<file path="src/rtl/core_seq_if.sv">
// Sequencer-to-datapath/bus signal bundle for core_seq.
// master is the sequencer side, slave is the datapath and bus side.
interface core_seq_if;
    logic        seq_i_run;
    logic        seq_o_imem_req;
    logic        seq_i_imem_ack;
    logic        seq_o_inst_we;
    logic        seq_i_is_load;
    logic        seq_i_is_store;
    logic        seq_o_dmem_req;
    logic        seq_o_dmem_we;
    logic        seq_i_dmem_ack;
    logic        seq_o_rf_we_en;
    logic        seq_o_pc_we;
    logic        seq_o_fault;
    logic        seq_i_fault_clr;
    logic [2:0]  seq_o_state;
    logic [31:0] seq_o_retire_cnt;

    modport master (
        input  seq_i_run, seq_i_imem_ack, seq_i_is_load, seq_i_is_store,
               seq_i_dmem_ack, seq_i_fault_clr,
        output seq_o_imem_req, seq_o_inst_we, seq_o_dmem_req, seq_o_dmem_we,
               seq_o_rf_we_en, seq_o_pc_we, seq_o_fault, seq_o_state,
               seq_o_retire_cnt
    );

    modport slave (
        output seq_i_run, seq_i_imem_ack, seq_i_is_load, seq_i_is_store,
               seq_i_dmem_ack, seq_i_fault_clr,
        input  seq_o_imem_req, seq_o_inst_we, seq_o_dmem_req, seq_o_dmem_we,
               seq_o_rf_we_en, seq_o_pc_we, seq_o_fault, seq_o_state,
               seq_o_retire_cnt
    );
endinterface

</file>
<file path="src/rtl/core_seq.sv">
// Multi-cycle FETCH/DECODE/EXECUTE/MEM/WB sequencer with bus handshakes,
// bus-timeout fault and retired-instruction counter.
module core_seq #(
    parameter int TIMEOUT = 255
) (
    input  logic        clk,
    input  logic        rst,
    core_seq_if.master  bus
);
    localparam int WW = (TIMEOUT < 1) ? 1 : $clog2(TIMEOUT + 1);

    typedef enum logic [2:0] {
        S_IDLE    = 3'd0,
        S_FETCH   = 3'd1,
        S_DECODE  = 3'd2,
        S_EXECUTE = 3'd3,
        S_MEM     = 3'd4,
        S_WB      = 3'd5,
        S_FAULT   = 3'd6
    } state_t;

    state_t        state, nxt;
    logic [WW-1:0] wait_cnt;
    logic          mem_is_store;
    logic          imem_req, dmem_req, dmem_we, rf_we_en, pc_we, fault;
    logic [31:0]   retire_cnt;
    logic          tmo;

    // A zero TIMEOUT never faults; the counter still runs but is ignored.
    assign tmo = (TIMEOUT != 0) && (wait_cnt == WW'(TIMEOUT));

    always_comb begin
        nxt = state;
        case (state)
            S_IDLE:    if (bus.seq_i_run) nxt = S_FETCH;
            S_FETCH:   if (bus.seq_i_imem_ack) nxt = S_DECODE;
                       else if (tmo)           nxt = S_FAULT;
            S_DECODE:  nxt = S_EXECUTE;
            S_EXECUTE: nxt = (bus.seq_i_is_load || bus.seq_i_is_store) ? S_MEM : S_WB;
            S_MEM:     if (bus.seq_i_dmem_ack) nxt = S_WB;
                       else if (tmo)           nxt = S_FAULT;
            S_WB:      nxt = bus.seq_i_run ? S_FETCH : S_IDLE;
            S_FAULT:   if (bus.seq_i_fault_clr) nxt = S_IDLE;
            default:   nxt = S_IDLE;
        endcase
    end

    // Outputs are registered from the next state so they line up with state.
    always_ff @(posedge clk or negedge rst) begin
        if (!rst) begin
            state        <= S_IDLE;
            wait_cnt     <= '0;
            mem_is_store <= 1'b0;
            retire_cnt   <= 32'd0;
            imem_req     <= 1'b0;
            dmem_req     <= 1'b0;
            dmem_we      <= 1'b0;
            rf_we_en     <= 1'b0;
            pc_we        <= 1'b0;
            fault        <= 1'b0;
        end else begin
            state <= nxt;
            if ((state == S_FETCH && nxt == S_FETCH) || (state == S_MEM && nxt == S_MEM))
                wait_cnt <= wait_cnt + 1'b1;
            else
                wait_cnt <= '0;
            if (state == S_EXECUTE) mem_is_store <= bus.seq_i_is_store;
            if (state == S_WB)      retire_cnt   <= retire_cnt + 32'd1;
            imem_req <= (nxt == S_FETCH);
            dmem_req <= (nxt == S_MEM);
            dmem_we  <= (nxt == S_MEM) &&
                        ((state == S_EXECUTE) ? bus.seq_i_is_store : mem_is_store);
            rf_we_en <= (nxt == S_WB);
            pc_we    <= (nxt == S_WB);
            fault    <= (nxt == S_FAULT);
        end
    end

    assign bus.seq_o_imem_req   = imem_req;
    assign bus.seq_o_inst_we    = (state == S_FETCH) && bus.seq_i_imem_ack;
    assign bus.seq_o_dmem_req   = dmem_req;
    assign bus.seq_o_dmem_we    = dmem_we;
    assign bus.seq_o_rf_we_en   = rf_we_en;
    assign bus.seq_o_pc_we      = pc_we;
    assign bus.seq_o_fault      = fault;
    assign bus.seq_o_state      = state;
    assign bus.seq_o_retire_cnt = retire_cnt;
endmodule
</file>
<file path="src/flat_wrapper.sv">
// flat-port wrapper written by rule: the top's interface ports become plain ports
module core_seq_flat 
#(
    parameter int TIMEOUT = 255
)
  (clk, rst, bus_seq_i_run, bus_seq_i_imem_ack, bus_seq_i_is_load, bus_seq_i_is_store, bus_seq_i_dmem_ack, bus_seq_i_fault_clr, bus_seq_o_imem_req, bus_seq_o_inst_we, bus_seq_o_dmem_req, bus_seq_o_dmem_we, bus_seq_o_rf_we_en, bus_seq_o_pc_we, bus_seq_o_fault, bus_seq_o_state, bus_seq_o_retire_cnt);
  core_seq_if bus_i ();
  input  logic clk;
  input  logic rst;
  input wire logic [$bits(bus_i.seq_i_run)-1:0] bus_seq_i_run;
  input wire logic [$bits(bus_i.seq_i_imem_ack)-1:0] bus_seq_i_imem_ack;
  input wire logic [$bits(bus_i.seq_i_is_load)-1:0] bus_seq_i_is_load;
  input wire logic [$bits(bus_i.seq_i_is_store)-1:0] bus_seq_i_is_store;
  input wire logic [$bits(bus_i.seq_i_dmem_ack)-1:0] bus_seq_i_dmem_ack;
  input wire logic [$bits(bus_i.seq_i_fault_clr)-1:0] bus_seq_i_fault_clr;
  output wire logic [$bits(bus_i.seq_o_imem_req)-1:0] bus_seq_o_imem_req;
  output wire logic [$bits(bus_i.seq_o_inst_we)-1:0] bus_seq_o_inst_we;
  output wire logic [$bits(bus_i.seq_o_dmem_req)-1:0] bus_seq_o_dmem_req;
  output wire logic [$bits(bus_i.seq_o_dmem_we)-1:0] bus_seq_o_dmem_we;
  output wire logic [$bits(bus_i.seq_o_rf_we_en)-1:0] bus_seq_o_rf_we_en;
  output wire logic [$bits(bus_i.seq_o_pc_we)-1:0] bus_seq_o_pc_we;
  output wire logic [$bits(bus_i.seq_o_fault)-1:0] bus_seq_o_fault;
  output wire logic [$bits(bus_i.seq_o_state)-1:0] bus_seq_o_state;
  output wire logic [$bits(bus_i.seq_o_retire_cnt)-1:0] bus_seq_o_retire_cnt;
  assign bus_i.seq_i_run = bus_seq_i_run;
  assign bus_i.seq_i_imem_ack = bus_seq_i_imem_ack;
  assign bus_i.seq_i_is_load = bus_seq_i_is_load;
  assign bus_i.seq_i_is_store = bus_seq_i_is_store;
  assign bus_i.seq_i_dmem_ack = bus_seq_i_dmem_ack;
  assign bus_i.seq_i_fault_clr = bus_seq_i_fault_clr;
  assign bus_seq_o_imem_req = bus_i.seq_o_imem_req;
  assign bus_seq_o_inst_we = bus_i.seq_o_inst_we;
  assign bus_seq_o_dmem_req = bus_i.seq_o_dmem_req;
  assign bus_seq_o_dmem_we = bus_i.seq_o_dmem_we;
  assign bus_seq_o_rf_we_en = bus_i.seq_o_rf_we_en;
  assign bus_seq_o_pc_we = bus_i.seq_o_pc_we;
  assign bus_seq_o_fault = bus_i.seq_o_fault;
  assign bus_seq_o_state = bus_i.seq_o_state;
  assign bus_seq_o_retire_cnt = bus_i.seq_o_retire_cnt;
  core_seq #(.TIMEOUT(TIMEOUT)) u_core (.clk(clk), .rst(rst), .bus(bus_i));
endmodule
</file>
<file path="config.mk">
export PLATFORM = sky130hd
export DESIGN_NAME = core_seq_flat
export DESIGN_NICKNAME = d
export VERILOG_FILES = /design/src/rtl/core_seq_if.sv /design/src/rtl/core_seq.sv /design/src/flat_wrapper.sv
export SDC_FILE = /design/constraint.sdc
export NUM_CORES = 1
export LEC_CHECK = 0
export CAP_MARGIN = 20
export CORE_MARGIN = 1
export CORE_UTILIZATION = 57
export CTS_BUF_LIST = sky130_fd_sc_hd__clkbuf_8
export DETAILED_ROUTE_END_ITERATION = 6
export HOLD_SLACK_MARGIN = 0.1
export PLACE_DENSITY = 0.89
export SKIP_LAST_GASP = 1
export SYNTH_ARGS = -nofsm -noshare
export SYNTH_HDL_FRONTEND = slang
export SYNTH_SLANG_ARGS = --single-unit
</file>
<file path="constraint.sdc">
create_clock -name clk -period 3.1 [get_ports clk]
set_clock_uncertainty 0.05 [all_clocks]
set_input_delay 0.62 -clock clk [delete_from_list [all_inputs] [get_ports clk]]
set_output_delay 0.62 -clock clk [all_outputs]
set_load 0.01 [all_outputs]
</file>
==> impl_metrics.ini, run 1 <==
[yosys]
synth_seq_area_share_pct = 52.0
synth_async_sr_flop_share_pct = 100
post_synth_instance_area_sq_um = 2360
synth.yosys.warnings = 0
synth_top_cells_by_area = dfrtp_1 (52%), xnor2_1 (7.8%), xor2_1 (5.6%), nor3_2 (3.4%), nor2_1 (3.0%)
post_synth.cell_area_avg_sq_um = 10.9
synth_enable_flop_cells = 0
synth_largest_area_cell = dfrtp_1
ys_ff_latch = 49
synth.distinct_cells = 43
postSynthNetCount = 226
synth_top_cell_area_share_pct = 52.0
postSynthCellCount = 216
ys.flop_type = dfrtp_1

[placement]
gp_routability_congestion = 0.836
place_hpwl_mm = 3.43
numPortBuffers = 49

[drt]
initialDrtViolationCount = 153
drt_first_pass_iters = 6
routed_wl_mm = 4.77
vias_per_cell = 5.59
wl_per_cell_microns = 15.0
post-route-drc-count = 0
drtAntennaViolNets = 0
vias = 1779

[final_layout]
layout-area-overhead-vs-synth_pct = 27.5
filler_cell_count = 298
nNetsFinal = 277
drive_above_1_share_pct = 9.33
sequential_cell_area_sq_um = 1230
n_antenna_cell = 0
most-common-layout-cells = dfrtp_1 (49), clkdlybuf4s50_1 (48), xnor2_1 (21), nor2_1 (19), nand2_1 (16)
most_common_cell_after_layout_fill_and_taps_aside = dfrtp_1
area_of_the_multi_input_gates_sq_um = 1060

[clocking]
cts_sinks = 49
worst_skew_pair.late_latency_ns = 0.31
worst_setup_hold_path_clk_slew_ns = 0.08
clk_path_buf_depth = 2
cts_hold_buffers = 0
tritoncts = built
root_buffer = clkbuf_8
cells_resized_by_post_cts_repair = 0
cts_setup_buffers = 0
h-tree-depth = 2
cts_inserted_buffers = 5

[global_route]
grt_max_degree = 50
grt_overflow_total = 0
antenna_found_initial = 0
grt_pass1_vias = 1724
grt_first_pass_wirelength_mm = 7.85
grtUsageMet3_pct = 7.41
gr-usage-all-layers_pct = 24.7
grt_use_met2_pct = 43.5
grt.met1_usage_pct = 28.3
gr-max-usage-layer = met2

[sta]
setup_viol = 0
tightest_slew_ns = 0.455
finalHoldViolations = 0
relSlewSlack_pct = 69.4
hold_slack_ns = 0.178
fmax_ghz = 0.364
finalCriticalPeriod_ns = 2.75
fin_setup_tns_ns = 0
unrepaired_setup_endpoints_after_global_routing = false
post-route-period-util_pct = 88.7
finalMaxSlewViolations = 0

[power_and_ir_drop]
power.density_cell_area_nw_per_um2 = 563
highest_ir_drop_seen_on_vdd_uv = 544
p_leak_nw = 1.31

[min_path]
min-delay-path-class = primary input to asynchronous set/reset pin

[outcome]
run_status = complete, no violations

[worst_setup_path]
worst-path-max-fanout = 3
cp.required_ns = 2.43
reg2reg_setup_slack_ns = 1.05
crit_type = primary input to output pin
timing.critical_path.from_type = primary input
end_kind = output pin
cp.arrival_ns = 2.08
ff2ff_path_depth = 4
worstReg2RegStart = u_core.bus.seq_o_retire_cnt[4]$_DFFE_PN0N_
timing.rr.end = u_core.bus.seq_o_retire_cnt[31]$_DFFE_PN0N_

[die]
floorplan.rows = 23
design.core.area_sq_um = 4000
fp.dieArea_sq_um = 4400
start_util_pct = 59.0
floorplan.io_pins = 50
floorplan.die.width_microns = 66.3
die_y_microns = 66.3

[flow_run]
max-cap-violations = 0
## per-layer routing
layer,vias to the layer above,part of all wire (%)
met4,0,1.2
met2,43,53
met3,6,4.0
met1,882,42
li1,848,-
met5,-,0
## cell usage after synthesis (5+ instances only)
master   instances
nor2_1          19
xnor2_1         21
dfrtp_1         49
xor2_1          15
and3_1           5
nor3_2           8
nand3_1         11
and4_1           5
nand2_1         16
inv_1           11
nand4_1          9
## how the worst max path moves through the flow
stage	startpoint	slack, ns	endpoint	cells after the start
5_1_grt	bus_seq_i_imem_ack	0.26	bus_seq_o_inst_we	3
4_1_cts	bus_seq_i_imem_ack	0.34	bus_seq_o_inst_we	3
3_5_place_dp	bus_seq_i_imem_ack	0.36	bus_seq_o_inst_we	3
3_3_place_gp	bus_seq_i_imem_ack	0.35	bus_seq_o_inst_we	3
6_report	bus_seq_i_imem_ack	0.35	bus_seq_o_inst_we	3
2_1_floorplan	u_core.bus.seq_o_state[0]$_DFF_PN0_	1.27	bus_seq_o_inst_we	2
## where the power goes
part	switching [mW]	total (mW)	internal, mW
Sequential	0.106	0.819	0.713
Clock	0.206	0.466	0.260
Combinational	0.184	0.410	0.226
Total	0.496	1.69	1.20
## cells by family after synthesis
group | after synthesis | share of synthesized area (%)
muxes | 2 | 0.954
buffers and inverters | 17 | 3.23
AOI/OAI and AO/OA | 13 | 3.87
xor gates and xnor gates | 36 | 13.4
adders and majority gates | 2 | 1.06
and+or+nand+nor | 97 | 25.6
DFF | 49 | 52.0
## metrics by stage
stage	util [%]	area [sq um]	total power [mW]	instances	worst slack [ns]
2_1_floorplan	-	2360	1.04	216	1.27
3_5_place_dp	71.8	2870	1.24	309	0.359
6_report	75.2	3010	1.69	318	0.351
3_3_place_gp	71.8	2870	1.22	309	0.348
4_1_cts	74.7	2990	1.70	317	0.342
5_1_grt	75.2	3010	1.79	318	0.263
## sequential cells by signal, summed over array words and instances, names as in the netlist
name	cells
u_core.bus.seq_o_fault	1
u_core.bus.seq_o_dmem_we	1
u_core.bus.seq_o_dmem_req	1
u_core.bus.seq_o_state	3
u_core.bus.seq_o_imem_req	1
u_core.wait_cnt	8
u_core.bus.seq_o_retire_cnt	32
u_core.bus.seq_o_rf_we_en	1
u_core.mem_is_store	1
## worst max-delay path, stage by stage
cell and delay (ns):
clkdlybuf4s50_1 0.49, nor4bb_1 0.36, clkdlybuf4s50_1 0.61
## layout make-up
class	count	share of cell area [%]
Inverter	11	1.37
Tap cell	50	2.08
Clock inverter	2	1.12
Timing Repair Buffer	50	16.8
Sequential cell	49	40.7
Clock buffer	6	2.74
Multi-Input combinational cell	150	35.1
Power figures use the tool's default switching activity.
==> run 2, diff against run 1 <==
--- a/config.mk
+++ b/config.mk
@@ -5,7 +5,6 @@
 export SDC_FILE = /design/constraint.sdc
 export NUM_CORES = 1
 export LEC_CHECK = 0
-export CAP_MARGIN = 20
 export CORE_MARGIN = 1
 export CORE_UTILIZATION = 57
 export CTS_BUF_LIST = sky130_fd_sc_hd__clkbuf_8
==> run 2 against run 1 <==
Clock-buffer cell count is the same. First-iteration DRC count down 27%. Critical path depth unchanged. Power fell by 0.16%. Routed wire length down 0.46%. Final area down 0.67%. Sequential share of layout area is 0.27 points higher. Core utilization fell by 0.50 points. Sequential cell count unchanged. Non-clock buffer count shrank 1. Critical endpoint unchanged.
==> impl_metrics.ini, run 2 (same netlist as run 1, synthesis figures left out) <==
[die]
floorplan.rows = 23
die_y_microns = 66.3
floorplan.io_pins = 50
fp.dieArea_sq_um = 4400
start_util_pct = 59.0
design.core.area_sq_um = 4000
floorplan.die.width_microns = 66.3

[worst_setup_path]
timing.critical_path.from_type = primary input
critical_path.cell_chain = clkdlybuf4s50_1 -> nor4bb_1 -> clkdlybuf4s50_1
crit_type = primary input to output pin
cp_max_stage_delay_ns = 0.61
worstReg2RegStart = u_core.bus.seq_o_retire_cnt[4]$_DFFE_PN0N_
cp.required_ns = 2.43
worst-path-max-fanout = 3
cp.arrival_ns = 2.08
worst_path_dominant_cell_family = buffers and inverters
most_frequent_cell_on_the_critical_path = clkdlybuf4s50_1
ff2ff_path_depth = 4
reg2reg_setup_slack_ns = 1.05
cp_num_buf_inv = 2
end_kind = output pin
crit_cells = 3
critPathSlowestCell = clkdlybuf4s50_1
worstSetupEndpoint = bus_seq_o_inst_we
timing.rr.end = u_core.bus.seq_o_retire_cnt[31]$_DFFE_PN0N_
worst_setup_path_startpoint = bus_seq_i_imem_ack

[sta]
post-route-worst-setup-slack_ns = 0.351
fin_setup_tns_ns = 0
finalCriticalPeriod_ns = 2.75
setup_viol = 0
finalHoldViolations = 0
post-route-period-util_pct = 88.7
finalMaxSlewViolations = 0
fmax_ghz = 0.364
tightest_slew_ns = 1.07
unrepaired_setup_endpoints_after_global_routing = false
hold_slack_ns = 0.439
relSlewSlack_pct = 28.6

[power_and_ir_drop]
combinationalPowerShare_pct = 24.0
power.density_cell_area_nw_per_um2 = 566
power.share.clock_pct = 27.6
cell_internal_pwr_mw = 1.20
switchingPower_mw = 0.496
highest_ir_drop_seen_on_vdd_uv = 541
p_leak_nw = 1.30
seq_power_share_pct = 48.4
power.switching_fraction_pct = 29.3

[clocking]
cts_inserted_buffers = 5
cts_sinks = 49
tritoncts = built
root_buffer = clkbuf_8
clk_path_buf_depth = 2
worst_setup_hold_path_clk_slew_ns = 0.09
h-tree-depth = 2
cells_resized_by_post_cts_repair = 0
cts_hold_buffers = 0
cts_setup_buffers = 0
worst_skew_pair.late_latency_ns = 0.31

[global_route]
antenna_found_initial = 0
grt_overflow_total = 0
gr-usage-all-layers_pct = 24.7
grt_first_pass_wirelength_mm = 7.85
grt_pass1_vias = 1724
grt_max_degree = 50

[final_layout]
drive_above_1_share_pct = 8.99
most-common-layout-cells = dfrtp_1 (49), clkdlybuf4s50_1 (48), xnor2_1 (21), nor2_1 (19), nand2_1 (16)
largest_register_ffs = 32
area_of_the_multi_input_gates_sq_um = 1060
sequential_cell_area_sq_um = 1230
n_antenna_cell = 0
nNetsFinal = 276
post_layout_nonfiller_instances = 317
most_common_cell_after_layout_fill_and_taps_aside = dfrtp_1
layout-area-overhead-vs-synth_pct = 26.7
filler_cell_count = 300

[drt]
routed_wl_mm = 4.75
post-route-drc-count = 0
wl_per_cell_microns = 15.0
initialDrtViolationCount = 111
vias_per_cell = 5.65
drt_first_pass_iters = 6
vias = 1792
drtAntennaViolNets = 0

[placement]
gp_routability_congestion = 0.836
place_hpwl_mm = 3.43
detailedPlace.worstSlack_ns = 0.359
numPortBuffers = 49
dp.cells = 309

[min_path]
min-delay-path-class = flip-flop to flip-flop
hold_depth = 1

[flow_run]
max-cap-violations = 0

[outcome]
run_status = complete, no violations
## run 2: layer usage
layer / vias up / global-route usage [%] / wire (microns)
met3: 6 / 7.41 / 175
li1: 850 / - / -
met5: - / 0 / 0
met2: 45 / 43.5 / 2530
met1: 891 / 28.3 / 1990
met4: 0 / 8.51 / 59
## run 2: worst min-delay path by stage
| stage | endpoint | start |
|---|---|---|
| final | u_core.bus.seq_o_retire_cnt[20]$_DFFE_PN0N_ | u_core.bus.seq_o_retire_cnt[20]$_DFFE_PN0N_ |
| after global placement | u_core.bus.seq_o_retire_cnt[31]$_DFFE_PN0N_ | u_core.bus.seq_o_retire_cnt[31]$_DFFE_PN0N_ |
| after floorplan | u_core.bus.seq_o_dmem_req$_DFF_PN0_ | rst |
| after CTS | u_core.bus.seq_o_retire_cnt[20]$_DFFE_PN0N_ | u_core.bus.seq_o_retire_cnt[20]$_DFFE_PN0N_ |
| after detailed placement | u_core.bus.seq_o_retire_cnt[20]$_DFFE_PN0N_ | u_core.bus.seq_o_retire_cnt[20]$_DFFE_PN0N_ |
| after global routing | u_core.mem_is_store$_DFF_PN0_ | u_core.mem_is_store$_DFF_PN0_ |
## run 2: layout make-up
cell class                 instances  share of cell area (%)
multi-input combinational        150                    35.4
clock buffer                       6                    2.76
tap                               50                    2.09
timing repair buffer              49                    16.2
clock inverter                     2                    1.13
inverter                          11                    1.38
sequential                        49                    41.0
## run 2: through the flow
stage | total power [mW] | cell area [sq um] | utilization, %
floorplan | 1.04 | 2360 | -
global placement | 1.22 | 2870 | 71.8
detailed placement | 1.24 | 2870 | 71.8
CTS | 1.70 | 2990 | 74.7
global route | 1.78 | 2990 | 74.7
finish | 1.69 | 2990 | 74.7
## run 2: power by group through the flow
stage | logic, mW | clock network [mW] | registers (mW)
detailed placement | 0.407 | 0 | 0.828
floorplan | 0.227 | 0 | 0.810
global placement | 0.400 | 0 | 0.822
global route | 0.448 | 0.504 | 0.831
finish | 0.407 | 0.467 | 0.818
CTS | 0.411 | 0.471 | 0.817
==> run 3, diff against run 2 <==
--- a/config.mk
+++ b/config.mk
@@ -6,11 +6,11 @@
 export NUM_CORES = 1
 export LEC_CHECK = 0
 export CORE_MARGIN = 1
-export CORE_UTILIZATION = 57
-export CTS_BUF_LIST = sky130_fd_sc_hd__clkbuf_8
+export CORE_UTILIZATION = 54
+export CTS_BUF_LIST = sky130_fd_sc_hd__clkbuf_16
 export DETAILED_ROUTE_END_ITERATION = 6
 export HOLD_SLACK_MARGIN = 0.1
-export PLACE_DENSITY = 0.89
+export PLACE_DENSITY_LB_ADDON = 0.2
 export SKIP_LAST_GASP = 1
 export SYNTH_ARGS = -nofsm -noshare
 export SYNTH_HDL_FRONTEND = slang
==> run 3 against run 2 <==
Via count fell by 2.6%. Largest cell class unchanged. Routed wire length fell by 4.3%. Global-route usage fell by 2.3 points. Highest routed layer unchanged. Critical path depth did not move. Sequential cell count did not move.
==> impl_metrics.ini, run 3 (same netlist as run 1, synthesis figures left out) <==
[worst_setup_path]
cp_max_stage_delay_ns = 0.61
timing.rr.end = u_core.bus.seq_o_retire_cnt[27]$_DFFE_PN0N_
crit_type = primary input to output pin
timing.critical_path.from_type = primary input
ff2ff_path_depth = 4
reg2reg_setup_slack_ns = 1.15
critPathSlowestCell = clkdlybuf4s50_1
cp.required_ns = 2.43
worst_setup_path_startpoint = bus_seq_i_imem_ack
most_frequent_cell_on_the_critical_path = clkdlybuf4s50_1
cp.arrival_ns = 2.09
critical_path.cell_chain = clkdlybuf4s50_1 -> nor4bb_1 -> clkdlybuf4s50_1
worstReg2RegStart = u_core.bus.seq_o_retire_cnt[4]$_DFFE_PN0N_
end_kind = output pin
worst-path-max-fanout = 3

[clocking]
cells_resized_by_post_cts_repair = 0
root_buffer = clkbuf_16
cts_hold_buffers = 0
cts_sinks = 49
worst_skew_pair.late_latency_ns = 0.28
worst_setup_hold_path_clk_slew_ns = 0.06
tritoncts = built
cts_setup_buffers = 0
clk_path_buf_depth = 2
cts_inserted_buffers = 5
h-tree-depth = 2

[placement]
place_area_sq_um = 2870
gp_routability_congestion = 0.756
numPortBuffers = 49
place_hpwl_mm = 3.29

[die]
floorplan.rows = 23
die_y_microns = 68.1
design.core.area_sq_um = 4090
start_util_pct = 57.7
floorplan.io_pins = 50
fp.dieArea_sq_um = 4640
floorplan.die.width_microns = 68.1

[sta]
tightest_slew_ns = 1.06
fmax_ghz = 0.362
relSlewSlack_pct = 29.1
fin_setup_tns_ns = 0
unrepaired_setup_endpoints_after_global_routing = false
finalHoldViolations = 0
post-route-period-util_pct = 89.1
finalCriticalPeriod_ns = 2.76
finalMaxSlewViolations = 0
setup_viol = 0

[drt]
vias_per_cell = 5.53
post-route-drc-count = 0
drtAntennaViolNets = 0
initialDrtViolationCount = 53
vias = 1746
routed_wl_mm = 4.55
wl_per_cell_microns = 14.4
drt_first_pass_iters = 4

[min_path]
hold_startpoint = u_core.bus.seq_o_retire_cnt[31]$_DFFE_PN0N_
hold_depth = 1
min-delay-path-class = flip-flop to flip-flop
hold_path_end = u_core.bus.seq_o_retire_cnt[31]$_DFFE_PN0N_

[global_route]
antenna_found_initial = 0
grt_first_pass_wirelength_mm = 7.57
grt_overflow_total = 0
gr-usage-all-layers_pct = 22.4
grt_max_degree = 50
grt_pass1_vias = 1676

[final_layout]
finalInstanceArea_sq_um = 3010
layout.core_utilization_pct = 73.5
largest_register_ffs = 32
nNetsFinal = 276
most_common_cell_after_layout_fill_and_taps_aside = dfrtp_1
layout-area-overhead-vs-synth_pct = 27.4
drive_above_1_share_pct = 8.27
most-common-layout-cells = dfrtp_1 (49), clkdlybuf4s50_1 (48), xnor2_1 (21), nor2_1 (19), nand2_1 (16)
n_antenna_cell = 0

[power_and_ir_drop]
p_leak_nw = 1.31
power.density_cell_area_nw_per_um2 = 576
highest_ir_drop_seen_on_vdd_uv = 417

[flow_run]
max-cap-violations = 0

[outcome]
run_status = complete, no violations
run 3: changes by cell type in the layout (fill, tap and decap cells not counted), sizes merged:
cell and change:
clkinv +1, bufinv -1, clkbuf -1
run 3: area by class of cell:
class                           count  area [sq um]
Sequential cell                    49          1230
Fill cell                         290          1080
Multi-Input combinational cell    150          1060
Timing Repair Buffer               49           485
Clock buffer                        5           125
Tap cell                           50          62.6
Inverter                           11          41.3
Clock inverter                      2          7.51
run 3: worst max-delay path: cells and delay by family:
kind / cells / cell delay [ns]
buffers and inverters: 2 / 1.10
AND/OR/NAND/NOR: 1 / 0.37
run 3: layer usage:
layer  up-vias  part of all wire (%)  track usage [%]  wire length [microns]
met2        32                    50             38.4                   2300
met3         8                   4.1             6.17                    185
met1       859                    43             26.4                   1970
met4         0                   2.0             8.85                     91
li1        847                     -                -                      -
met5         -                     0                0                      0
run 3: metrics by stage:
stage                     setup slack [ns]  power [mW]  cells  hold WS (ns)
after global routing                 0.258        1.81    316         0.460
after floorplan                       1.27        1.04    216         0.274
after detailed placement             0.343        1.24    309         0.410
final                                0.338        1.73    316         0.412
after CTS                            0.322        1.74    316         0.419
after global placement               0.366        1.23    309         0.408
run 3: power breakdown:
part | internal [mW] | switching (mW)
combinational | 0.224 | 0.187
sequential | 0.714 | 0.105
clock | 0.289 | 0.212
total | 1.23 | 0.503
run 3: worst max path at each step:
| stage | endpoint | slack [ns] |
|---|---|---|
| 2_1_floorplan | bus_seq_o_inst_we | 1.27 |
| 3_3_place_gp | bus_seq_o_inst_we | 0.37 |
| 3_5_place_dp | bus_seq_o_inst_we | 0.34 |
| 4_1_cts | bus_seq_o_inst_we | 0.32 |
| 5_1_grt | bus_seq_o_inst_we | 0.26 |
| 6_report | bus_seq_o_inst_we | 0.34 |
